## src/rtl/axis_upsize_16_32.sv

```systemverilog
// AXI-Stream width upsizer: packs RATIO narrow beats into one wide beat.
// Optional: define AXIS_UPSIZE_ID_FLUSH_EN to flush partial words on tid/tdest change.
module axis_upsize_16_32 #(
  parameter int S_DATA_WIDTH = 16,
  parameter int RATIO        = 2,
  parameter int ID_WIDTH     = 1,
  parameter int DEST_WIDTH   = 1,
  parameter int USER_WIDTH   = 1
) (
  input  logic                             axis_clk,
  input  logic                             axis_rst,
  input  logic                             s_axis_tvalid,
  output logic                             s_axis_tready,
  input  logic [S_DATA_WIDTH-1:0]          s_axis_tdata,
  input  logic [S_DATA_WIDTH/8-1:0]        s_axis_tkeep,
  input  logic                             s_axis_tlast,
  input  logic [ID_WIDTH-1:0]              s_axis_tid,
  input  logic [DEST_WIDTH-1:0]            s_axis_tdest,
  input  logic [USER_WIDTH-1:0]            s_axis_tuser,
  output logic                             m_axis_tvalid,
  input  logic                             m_axis_tready,
  output logic [S_DATA_WIDTH*RATIO-1:0]    m_axis_tdata,
  output logic [S_DATA_WIDTH*RATIO/8-1:0]  m_axis_tkeep,
  output logic                             m_axis_tlast,
  output logic [ID_WIDTH-1:0]              m_axis_tid,
  output logic [DEST_WIDTH-1:0]            m_axis_tdest,
  output logic [USER_WIDTH-1:0]            m_axis_tuser
);

  localparam int M  = S_DATA_WIDTH * RATIO;
  localparam int KS = S_DATA_WIDTH / 8;
  localparam int KM = M / 8;
  localparam int IW = (RATIO > 1) ? $clog2(RATIO) : 1;

  logic [IW-1:0]         r_idx;
  logic                  r_valid;
  logic [M-1:0]          r_data;
  logic [KM-1:0]         r_keep;
  logic                  r_last;
  logic [ID_WIDTH-1:0]   r_id;
  logic [DEST_WIDTH-1:0] r_dest;
  logic [USER_WIDTH-1:0] r_user;

  logic                  w_free;
  logic                  w_flush;
  logic                  w_accept;
  logic                  w_done;
  logic [M-1:0]          w_data_n;
  logic [KM-1:0]         w_keep_n;
  logic [USER_WIDTH-1:0] w_user_n;

  assign w_free = !r_valid || m_axis_tready;

`ifdef AXIS_UPSIZE_ID_FLUSH_EN
  // A partial word only exists while r_valid is low, so r_id/r_dest
  // hold the ids of the word being packed.
  assign w_flush = s_axis_tvalid && (r_idx != '0) &&
                   ((s_axis_tid != r_id) || (s_axis_tdest != r_dest));
`else
  assign w_flush = 1'b0;
`endif

  assign s_axis_tready = !axis_rst && w_free && !w_flush;
  assign w_accept      = s_axis_tvalid && s_axis_tready;
  assign w_done        = w_accept &&
                         (s_axis_tlast || (r_idx == IW'(RATIO - 1)));

  always_comb begin
    w_data_n = (r_idx == '0) ? '0 : r_data;
    w_keep_n = (r_idx == '0) ? '0 : r_keep;
    w_user_n = (r_idx == '0) ? s_axis_tuser
                             : (r_user | s_axis_tuser);
    for (int i = 0; i < RATIO; i++) begin
      if (r_idx == IW'(i)) begin
        w_data_n[i*S_DATA_WIDTH +: S_DATA_WIDTH] = s_axis_tdata;
        w_keep_n[i*KS +: KS] = s_axis_tkeep;
      end
    end
  end

  always_ff @(posedge axis_clk or posedge axis_rst) begin
    if (axis_rst) begin
      r_idx   <= '0;
      r_valid <= 1'b0;
      r_data  <= '0;
      r_keep  <= '0;
      r_last  <= 1'b0;
      r_id    <= '0;
      r_dest  <= '0;
      r_user  <= '0;
    end else begin
      if (r_valid && m_axis_tready) begin
        r_valid <= 1'b0;
      end
      if (w_flush) begin
        r_valid <= 1'b1;
        r_last  <= 1'b0;
        r_idx   <= '0;
      end else if (w_accept) begin
        r_data <= w_data_n;
        r_keep <= w_keep_n;
        r_user <= w_user_n;
        r_id   <= s_axis_tid;
        r_dest <= s_axis_tdest;
        if (w_done) begin
          r_valid <= 1'b1;
          r_last  <= s_axis_tlast;
          r_idx   <= '0;
        end else begin
          r_last  <= 1'b0;
          r_idx   <= r_idx + IW'(1);
        end
      end
    end
  end

  assign m_axis_tvalid = r_valid;
  assign m_axis_tdata  = r_data;
  assign m_axis_tkeep  = r_keep;
  assign m_axis_tlast  = r_last;
  assign m_axis_tid    = r_id;
  assign m_axis_tdest  = r_dest;
  assign m_axis_tuser  = r_user;

endmodule

```

## config.mk

```make
export PLATFORM = sky130hd
export DESIGN_NAME = axis_upsize_16_32
export DESIGN_NICKNAME = d
export VERILOG_FILES = /design/src/rtl/axis_upsize_16_32.sv
export SDC_FILE = /design/constraint.sdc
export NUM_CORES = 1
export LEC_CHECK = 0
export ABC_AREA = 1
export BUFFER_PORTS_ARGS = -buffer_cell sky130_fd_sc_hd__buf_2
export CAP_MARGIN = 0
export CORE_MARGIN = 10
export CORE_UTILIZATION = 40
export DETAILED_ROUTE_END_ITERATION = 8
export GPL_TIMING_DRIVEN = 0
export HOLD_SLACK_MARGIN = 0.12
export PLACE_DENSITY = 0.67
export SETUP_SLACK_MARGIN = 0.3
export SLEW_MARGIN = 20
export SYNTH_ARGS = -nofsm -noshare
export SYNTH_HDL_FRONTEND = slang
export SYNTH_SLANG_ARGS = --single-unit
```

## constraint.sdc

```tcl
create_clock -name axis_clk -period 1.3 [get_ports axis_clk]
set_input_delay 0.065 -clock axis_clk [delete_from_list [all_inputs] [get_ports axis_clk]]
set_output_delay 0.065 -clock axis_clk [all_outputs]
set_load 0.1 [all_outputs]
```

* After elaboration in Yosys (flattened, before gate mapping)
Index checks and enable logic that the tools add are counted.
Storage, ports and cells: register bits after elaboration 42, bits in latches 0, RAM bits 0, ROM bits 0, input port bits 26, output and inout port bits 42, logic and storage cells 34, memories kept 0
Operators by class: $add $sub $neg 1, multiply operators 0, divide/modulo/power cells 0, order comparisons 0, equal/unequal tests 0, shifts and indexed selects 0, muxes and demuxes 12, bitwise operators 2, reduce and logical (&&, ||, !) cells 9
Operators by type and width (number):
- $mux W16 | 2
- $mux W32 | 1
- $mux W1 | 6
- $logic_and A1 B1 Y1 | 4
- $mux W2 | 2
- $mux W4 | 1
- $logic_not A1 Y1 | 2
- $logic_or A1 B1 Y1 | 2
- $reduce_and A2 Y1 | 1
- $add A1 B1 Y1 const B | 1
- $not A1 Y1 | 1
- $or A1 B1 Y1 | 1

* Depth between registers and ports, before layout
Gate-level depths: netlist of the first run.
depth after elaboration 7, gate-level depth with buffers 7, depth with buffers taken out 6

* Least setup slack after synthesis of the first run
OpenSTA, ideal clock, no wires.
path kind register to register, start register r_valid (netlist: m_axis_tvalid), end register r_data[0] (netlist: m_axis_tdata[0]), arrival 1629 ps, path slack -396 ps, cell stages (with the launch flop) 6, buffers on the path 1, cell sequence dfrtp_1 -> nand2_2 -> nand4_4 -> buf_6 -> nand2_1 -> nand2_1
Between the ends: word-level cells in the longest chain between the ends 5
Ends and longest elaborated chain:
- start, declared | line 36 | logic r_valid;
- start signal, assigned | line 84 | r_valid <= 1'b0;
- start signal, assigned | line 93 | r_valid <= 1'b0;
- start signal, assigned | line 96 | r_valid <= 1'b1;
- $logic_not A1 Y1 | line 52 | assign w_free = !r_valid || m_axis_tready;
- $logic_or A1 B1 Y1 | line 52
- $logic_and A1 B1 Y1 | line 63 | assign s_axis_tready = !axis_rst && w_free && !w_flush;
- $logic_and A1 B1 Y1 | line 64 | assign w_accept = s_axis_tvalid && s_axis_tready;
- $reduce_and A2 Y1 (no line)
- end signal, assigned | line 100 | r_data <= w_data_n;
- end, declared | line 37 | logic [M-1:0] r_data;
No other way between the ends. A chain may end at the register's enable or synchronous reset.

* Worst setup path after layout of the first run
start register r_valid (netlist: m_axis_tvalid), end output s_axis_tready
Between the ends: word-level cells in the longest chain between the ends 3
Ends and longest elaborated chain:
- $logic_not A1 Y1 | line 52
- $logic_or A1 B1 Y1 | line 52
- $logic_and A1 B1 Y1 | line 63
- end, declared | line 13 | output logic s_axis_tready,
No other way between the ends.

==> results of run 1 <==
[cells in the final DEF (no fill, tap or decap), drive strengths merged]
cell type,netlist,final
a21oi,1,1
buf,14,94
clkbuf,0,7
clkinv,1,2
dfrtp,42,42
dlygate4sd3,0,23
inv,4,4
nand2,84,84
nand3,5,5
nand4,19,19
o21ai,19,19
[synthesized netlist by cell type]
library cell,instances
o21ai_1,9
o21ai_2,10
buf_4,3
nand2_1,83
inv_1,3
nand4_1,18
nand3_4,1
inv_2,1
dfrtp_1,42
nand3_1,4
a21oi_4,1
buf_6,7
nand2_2,1
buf_2,4
nand4_4,1
clkinv_4,1
[cells by family (layout without fill, tap and decap cells)]
logic type      Yosys count  after routing  share of synthesized area
compound gates           20             20                     0.0812
buf+inv                  19            130                     0.0791
flops                    42             42                      0.573
simple gates            108            108                      0.267
[state kept, by name, summed over array words and instances, names as in the netlist]
name,cells
r_idx,1
m_axis_tid,1
m_axis_tdest,1
m_axis_tlast,1
m_axis_tdata,32
m_axis_tkeep,4
m_axis_tuser,1
m_axis_tvalid,1
[final timing paths]
| kind | depth (start not counted) | endpoint | slack, ps | from |
|---|---|---|---|---|
| worst min-delay path | 2 | m_axis_tdata[10] | -130 | axis_rst |
| max in group asynchronous | 2 | m_axis_tvalid | 1000 | axis_rst |
| worst max-delay path | 3 | s_axis_tready | -50 | m_axis_tvalid |
| min in group axis_clk | 4 | m_axis_tvalid | 130 | m_axis_tready |
| worst min register to register | 2 | m_axis_tdest | 490 | m_axis_tdest |
| worst max register to register | 6 | m_axis_tdata[13] | -50 | m_axis_tvalid |
[report_power, final]
group          leakage [nW]  switching, mW  internal (mW)  total, mW
Sequential            0.531          0.290           1.63       1.92
Combinational          1.00           3.05           1.24       4.29
Clock                0.0482          0.438          0.429      0.867
[per-layer routing]
layer / wire, um / vias to the layer above
met1: 2440 / 834
met4: 47 / 0
met3: 502 / 5
met5: 0 / -
li1: - / 838
met2: 2960 / 66
[stage by stage]
stage / std cells / worst slack (ps) / hold WS, ps
after global routing: 352 / -110 / -116
after detailed placement: 307 / -454 / 315
after CTS: 347 / -85.0 / -122
final: 352 / -52.0 / -130
after floorplan: 189 / -10.4 / 97.1
after global placement: 307 / -441 / 310
[layout make-up]
class	count	share of cell area
buffer	14	0.0448
clock buffer	7	0.0273
clock inverter	1	0.00158
inverter	5	0.00832
multi-input combinational	128	0.219
sequential	42	0.334
tap	52	0.0206
timing repair buffer	103	0.345
[what timing repair did]
item	CTS	global route
setup buffers	6	5
gates cloned	3	0
pin swaps	1	1
endpoints found under the hold margin	83	42
gates resized for setup	94	37
setup endpoints to repair	84	65
==> results.md, run 1 <==
* Status: finished, violations left
* Peak supply drop at 1470 uV
* First-pass GRT wire length at around 9600 um
* Crit path cell chain: a21oi_4 -> buf_12 -> buf_12
* Final hold slack at -130 ps
* Fin area at 0.00316 mm^2
* Clk_skew at approximately 4.5 ps
* Min-delay worst type: in -> async
* CTS root buffer: clkbuf_8
* RSZ-0062 raised after global routing: true
* Final Critical Period at 1350 ps
* Slowest stage cell, crit path: dfrtp_4
* Die area at 0.00769 mm^2
* Seq/Total Area, Yosys at 0.573
* Crit Path Max Fanout at 3
* Critical Path RT at approximately 1200 ps
* Layout cell share with drive strength beyond 1 at 0.447
* Post-route ant nets at 0
* Wire per inst at 16.9 um
* Multi-input gate area at 691 um^2
* Tcrit/Tclk final at 1.04
* Buffers & Inverters on Critical Path at 2
* Clk sinks at 42
* Final Max Slew Viols at 0
* Area share of the largest cell type after synthesis at 0.573
* Final Hold Viols at 42
* GR Layer Usage met3 at 0.0594
* Vias per cell at 4.95
* Family with the most delay on the worst path: flip-flops
* Synth area leader: dfrtp_1
* Critical Path AT at ~1300 ps
* Die Y-Extent at around 88 um
* Largest net degree at the start of global routing at 45
* CTS Hold Bufs at 23
* Post-DP HPWL at 3620 um
* Clock Tree Buf Depth at 2
* Netlist cell types at 16
* P&R area growth vs syn at 72.2%
* Vias in the first global route at between 1500 and 2000
* Synthesized area per cell at 9.71 um^2
* Area contributors post-synth: dfrtp_1 57%, nand2_1 17%, nand4_1 6.1%
* Die W at roughly 88 um
* Vias at 1743
* FF+latch count, synth at 42
* Router iterations before antenna repair at 4
* CP Class: reg -> out
* Remaining DRCs at 0
* Power per cell area at 2240 mW/mm^2
* All-Layer GR Usage at 0.158
* Global routing usage on met2 at 0.261
* Total Power at 7.08 mW
* CP Capture Type: output port
* Clock Latency Late Sink at 290 ps
* Antenna violations before repair at 0
* Num rows at 24
* # H-tree levels at 2
* Worst-path clk slew at 80 ps
* CTS tree: done
* Worst slew margin at 0.608
* Synth Instances at 189
* Met1 Use GR at 0.189
* Yosys warns at 0
* 1st-iter DRT viols at between 70 and 80
* Floorplan core area at 0.00438 mm^2
* Grt total ovfl at 0
* Post-placement cell area at approximately 0.0023 mm^2
* Most frequent CP cell: buf_12
* Syn_nets at 215
* Final core occ at 0.721
* Max incr delay on CP at 500 ps
* Nets at around 330
* Sum Neg Setup Slack at -409 ps
* Leak Pwr at 1.58 nW
* Initial core utilization at 0.418
* Diodes inserted at 0
* Setup violators final at 26
* Fill cells at 326
* Gr busiest metal: met2
* Reg area at 0.00105 mm^2
* Max cap viols at 0
* GP Congestion at around 0.73
* Failing checks: hold timing, setup timing
* Final setup margin at -52.0 ps
* DRT Wirelength at 5950 um
* FMAX at 740 MHz
* Port Buf Inserts at between 60 and 70
* Io pins at 68
* Slew @ Worst Pin at a little under 600 ps
* CTS buffer count at 5
* Netlist Area Pre-Place at 0.00183 mm^2
* Crit start category: flip-flop
Power figures use the tool's default switching activity.
==> inputs of run 2 (changes only) <==
CORE_UTILIZATION = 36   (was 40)
PLACE_DENSITY = 0.61   (was 0.67)
==> run 2 against run 1 <==
  * The run still ends with hold timing, setup timing left
  * Maximum frequency is 2.0% higher
  * Die area is 8.5% higher
  * Global-route usage is 1.9 points lower
  * Largest cell class unchanged
==> results.md, run 2 (synthesis results as in run 1) <==
* Post-placement cell area at 0.00231 mm^2
* Post-route ant nets at 0
* Max cap viols at 0
* Highest-count cells in the layout ignoring fill and taps: 69 x nand2_1, 41 x dfrtp_1, 28 x buf_2
* Peak supply drop at 1330 uV
* Clk sinks at 42
* Total Power at a little over 7 mW
* Internal Power at 3.36 mW
* Clock Latency Late Sink at around 290 ps
* Dpl ws at -459 ps
* Die area at 0.00835 mm^2
* Antenna violations before repair at 0
* Family with the most delay on the worst path: flip-flops
* CTS root buffer: clkbuf_8
* Slowest stage cell, crit path: dfrtp_4
* CTS buffer count at 5
* Crit Path Max Fanout at 3
* Setup violators final at 3
* First-pass GRT wire length at 9560 um
* Crit start category: flip-flop
* Vias per cell at 4.71
* Remaining DRCs at 0
* FMAX at 755 MHz
* Vias in the first global route at 1843
* Buffers & Inverters on Critical Path at 2
* Net Sw Frac at 0.533
* Router iterations before antenna repair at 6
* # H-tree levels at 2
* Final Hold Viols at 42
* Commonest non-fill, non-tap cell in the layout: nand2_1
* Failing checks: hold timing, setup timing
* Critical Path RT at approximately 1200 ps
* Status: finished, violations left
* Power per cell area at 2220 mW/mm^2
* Min-delay worst type: in -> async
* Final Critical Period at 1320 ps
* RSZ-0062 raised after global routing: true
* Post-DP HPWL at 3720 um
* Tcrit/Tclk final at 1.02
* Fill cells at 385
* Wire per inst at 16.2 um
* All-Layer GR Usage at 0.139
* Nets at ~320
* Gate power share at 0.611
* P&R area growth vs syn at 76.7%
* Crit path cell chain: a21oi_4 -> buf_12 -> buf_12
* Port Buf Inserts at 66
* Die Y-Extent at 91.4 um
* Clk_skew at between 6 and 7 ps
* Initial core utilization at 0.381
* CP Class: reg -> out
* Clock Tree Buf Depth at 2
* Layout cell share with drive strength beyond 1 at 0.450
* Grt total ovfl at 0
* Setup crit start: m_axis_tvalid
* CP Capture Type: output port
* Reg-to-Reg Start: m_axis_tvalid
* GP Congestion at 0.706
* Max reg flops at 32
* Final setup margin at -25.0 ps
* Die W at 91.4 um
* Final Max Slew Viols at 0
* Worst slew margin at 0.624
* Psw at 3.83 mW
* 1st-iter DRT viols at 57
* Final hold slack at -143 ps
* Io pins at 68
* Floorplan core area at just under 0.005 mm^2
* DRT Wirelength at roughly 5900 um
* CTS tree: done
* Fin area at 0.00324 mm^2
* Diodes inserted at 0
* Finished Layout Cells at roughly 370
* Most frequent CP cell: buf_12
* Flop pwr share at 0.271
* Clock power frac at 0.118
* Sum Neg Setup Slack at -37.9 ps
* Max incr delay on CP at 500 ps
* # placed instances at 322
* Leak Pwr at 1.60 nW
* Largest net degree at the start of global routing at 45
* Final core occ at 0.673
* Worst-path clk slew at around 80 ps
* Vias at between 1500 and 2000
* Num rows at 25
* Critical Path AT at 1260 ps
* Slew @ Worst Pin at between 500 and 600 ps
* CTS Hold Bufs at 23
-- run 2: power by group through the flow --
stage | clock (mW) | sequential, mW | combinational (mW)
after floorplan | 0 | 4.17 | 0.575
after CTS | 0.874 | 1.88 | 4.04
after global placement | 0 | 1.81 | 3.50
after global routing | 0.919 | 1.99 | 4.56
final | 0.844 | 1.95 | 4.39
after detailed placement | 0 | 1.82 | 3.50
-- run 2: worst register-to-register path: cells and delay by family (launching register included) --
kind | cells | cell delay (ps)
buf+inv | 2 | 370
flops | 1 | 500
simple gates | 4 | 350
-- run 2: path summary, 6_finish.rpt --
kind                                        end  cells after the start  slack, ps
worst min-delay path               m_axis_tlast                      2       -140
worst max register to register  m_axis_tdata[7]                      6        -10
max in group asynchronous         m_axis_tvalid                      2       1030
worst max-delay path              s_axis_tready                      3        -20
min in group axis_clk             m_axis_tvalid                      4        130
worst min register to register  m_axis_tdata[1]                      2        500
-- run 2: repair_timing --
action,4_1_cts,5_1_grt
hold endpoints to repair,84,42
pin swaps,1,2
endpoints found under the setup margin,84,71
resized for setup,96,46
gates cloned,2,1
buffers inserted,5,4
-- run 2: cell type report --
type | count | area (um^2) | share of cell area
buffer | 14 | 138 | 0.0425
sequential | 42 | 1050 | 0.325
timing repair buffer | 101 | 1150 | 0.356
clock buffer | 5 | 68.8 | 0.0212
tap | 67 | 83.8 | 0.0259
clock inverter | 3 | 21.3 | 0.00656
multi-input combinational | 128 | 693 | 0.214
inverter | 5 | 26.3 | 0.00811
-- run 2: routing by layer --
layer	global-route usage	up-vias	wire [um]	part of all wire
li1	-	839	-	-
met1	0.169	824	2530	0.43
met2	0.233	51	2980	0.50
met3	0.0477	4	371	0.063
met4	0.0274	0	33	0.0056
met5	0	-	0	0
==> inputs of run 3 (changes only) <==
GPL_TIMING_DRIVEN = unset   (was 0)
==> run 3 against run 2 <==
  * The flow finishes with violations (setup timing)
  * Maximum frequency up 0.14%
  * Critical path depth unchanged
  * Non-clock buffer count down 3
  * Clock power about the same
  * Design area up 0.31%
  * Highest routed layer unchanged
  * Hold slack better by 290 ps
  * Via count down 2.4%
  * Critical path type unchanged
  * Clock skew up 2.6 ps
==> results.md, run 3 (synthesis results as in run 1) <==
* Initial core utilization at 0.381
* Die W at 91.4 um
* R2r setup slk at 50 ps
* Port Buf Inserts at 67
* First-pass GRT wire length at 8860 um
* Final setup margin at -23.1 ps
* Nets at 320
* GP Congestion at 0.751
* Commonest non-fill, non-tap cell in the layout: nand2_1
* Family with the most delay on the worst path: flip-flops
* Multi-input gate area at 703 um^2
* Hold Path Depth at 4
* RSZ-0062 raised after global routing: true
* Worst slew margin at 0.672
* Vias at 1677
* Setup violators final at 1
* Post-DP HPWL at 3610 um
* Slew @ Worst Pin at 496 ps
* Io pins at 68
* Hold Crit Start: m_axis_tready
* # H-tree levels at 2
* Clock Tree Buf Depth at 2
* Buffers & Inverters on Critical Path at 2
* CP Capture Type: output port
* Final hold slack at 144 ps
* Depth of the worst register-to-register path at 6
* Critical Path RT at 1240 ps
* Final Critical Period at 1320 ps
* Sum Neg Setup Slack at -23.1 ps
* Finished Layout Cells at 362
* Slowest stage cell, crit path: dfrtp_4
* Final Hold Viols at 0
* Final core occ at 0.675
* Peak supply drop at 1340 uV
* Clk sinks at between 40 and 50
* Floorplan core area at 0.00482 mm^2
* Failing checks: setup timing
* Max cap viols at 0
* Fill cells at 394
* CP Class: reg -> out
* Post-placement cell area at 0.00230 mm^2
* Layout cell share with drive strength beyond 1 at 0.444
* Crit start category: flip-flop
* Reg area at 0.00105 mm^2
* Largest net degree at the start of global routing at 33
* Total Power at 7.28 mW
* Router iterations before antenna repair at 4
* Antenna violations before repair at 0
* Die area at about 0.0084 mm^2
* FMAX at 756 MHz
* Diodes inserted at 0
* Highest-count cells in the layout ignoring fill and taps: 69 x nand2_1, 41 x dfrtp_1, 30 x buf_12
* Most frequent CP cell: buf_12
* P&R area growth vs syn at 77.2%
* Remaining DRCs at 0
* Clock Latency Late Sink at between 200 and 300 ps
* Critical Path AT at 1260 ps
* Tcrit/Tclk final at 1.02
* Die Y-Extent at 91.4 um
* Max incr delay on CP at roughly 510 ps
* Power per cell area at 2240 mW/mm^2
* Reg-to-Reg Start: m_axis_tvalid
* Dpl ws at 125 ps
* Num rows at 25
* Wire per inst at 15.4 um
* R2r endpoint: m_axis_tid
* Crit path cell chain: a21oi_4 -> buf_12 -> buf_12
* Leak Pwr at 1.60 nW
* Crit Path Max Fanout at 3
* All-Layer GR Usage at 0.129
* Min-delay worst type: in -> reg
* Post-route ant nets at 0
* Clk_skew at approximately 9.1 ps
* Final Max Slew Viols at 0
* Fin area at 0.00325 mm^2
* Hold Path Sink: m_axis_tvalid
* # placed instances at 319
* Worst-path clk slew at 80 ps
* DRT Wirelength at about 5600 um
* Status: finished, violations left
* Vias in the first global route at 1675
* CTS buffer count at 5
* CTS tree: done
* Max reg flops at 32
* Vias per cell at ~4.6
* Grt total ovfl at 0
* CTS root buffer: clkbuf_8
* 1st-iter DRT viols at 53
-- run 3: changes by cell type in the layout (fill, tap and decap cells not counted) --
cell,delta
buf_12,+9
buf_2,-2
buf_4,+8
buf_6,-14
buf_8,-3
clkbuf_16,-1
inv_2,+1
inv_4,-1
nand2_2,-2
nand2_4,+2
-- run 3: where the power goes --
group | leakage [nW] | internal [mW] | switching, mW | total (mW)
Combinational | 1.02 | 1.43 | 3.02 | 4.44
Sequential | 0.531 | 1.63 | 0.357 | 1.99
Clock | 0.0441 | 0.378 | 0.466 | 0.844
Total | 1.60 | 3.44 | 3.84 | 7.28
-- run 3: metal layers --
| layer | track usage | wire length [um] | vias up | share of wire |
|---|---|---|---|---|
| met4 | 0.0352 | 11 | 0 | 0.0020 |
| met3 | 0.0444 | 307 | 2 | 0.055 |
| met1 | 0.154 | 2390 | 798 | 0.43 |
| met5 | 0 | 0 | - | 0 |
| li1 | - | - | 826 | - |
| met2 | 0.213 | 2860 | 51 | 0.51 |
-- run 3: worst register-to-register path: stages (launching register included) --
cell and delay, ps:
dfrtp_4 510, buf_4 150, nand2_4 80, nand3_4 100, buf_12 190, nand2_1 70, nand2_1 50
-- run 3: worst max path at each step --
| stage | to | depth (start not counted) | startpoint |
|---|---|---|---|
| floorplan | m_axis_tdata[0] | 5 | m_axis_tvalid |
| global placement | m_axis_tdata[5] | 4 | m_axis_tvalid |
| detailed placement | m_axis_tdata[12] | 4 | m_axis_tvalid |
| CTS | s_axis_tready | 3 | m_axis_tvalid |
| global route | s_axis_tready | 3 | m_axis_tvalid |
| finish | s_axis_tready | 3 | m_axis_tvalid |
-- run 3: timing repair --
| item | CTS | global route |
|---|---|---|
| endpoints found under the setup margin | 84 | 79 |
| hold endpoints to repair | 82 | 0 |
| hold buffers | 23 | 0 |
| pin swaps | 2 | 1 |
| buffers inserted | 5 | 7 |
| resized for setup | 81 | 66 |
-- run 3: area by class of cell --
cell class,instances,share of cell area
clock buffers,5,0.0212
inverters,5,0.00731
multi-input cells,128,0.216
clock inverters,3,0.00654
well taps,67,0.0258
repair buffers,112,0.398
flip-flops and latches,42,0.324
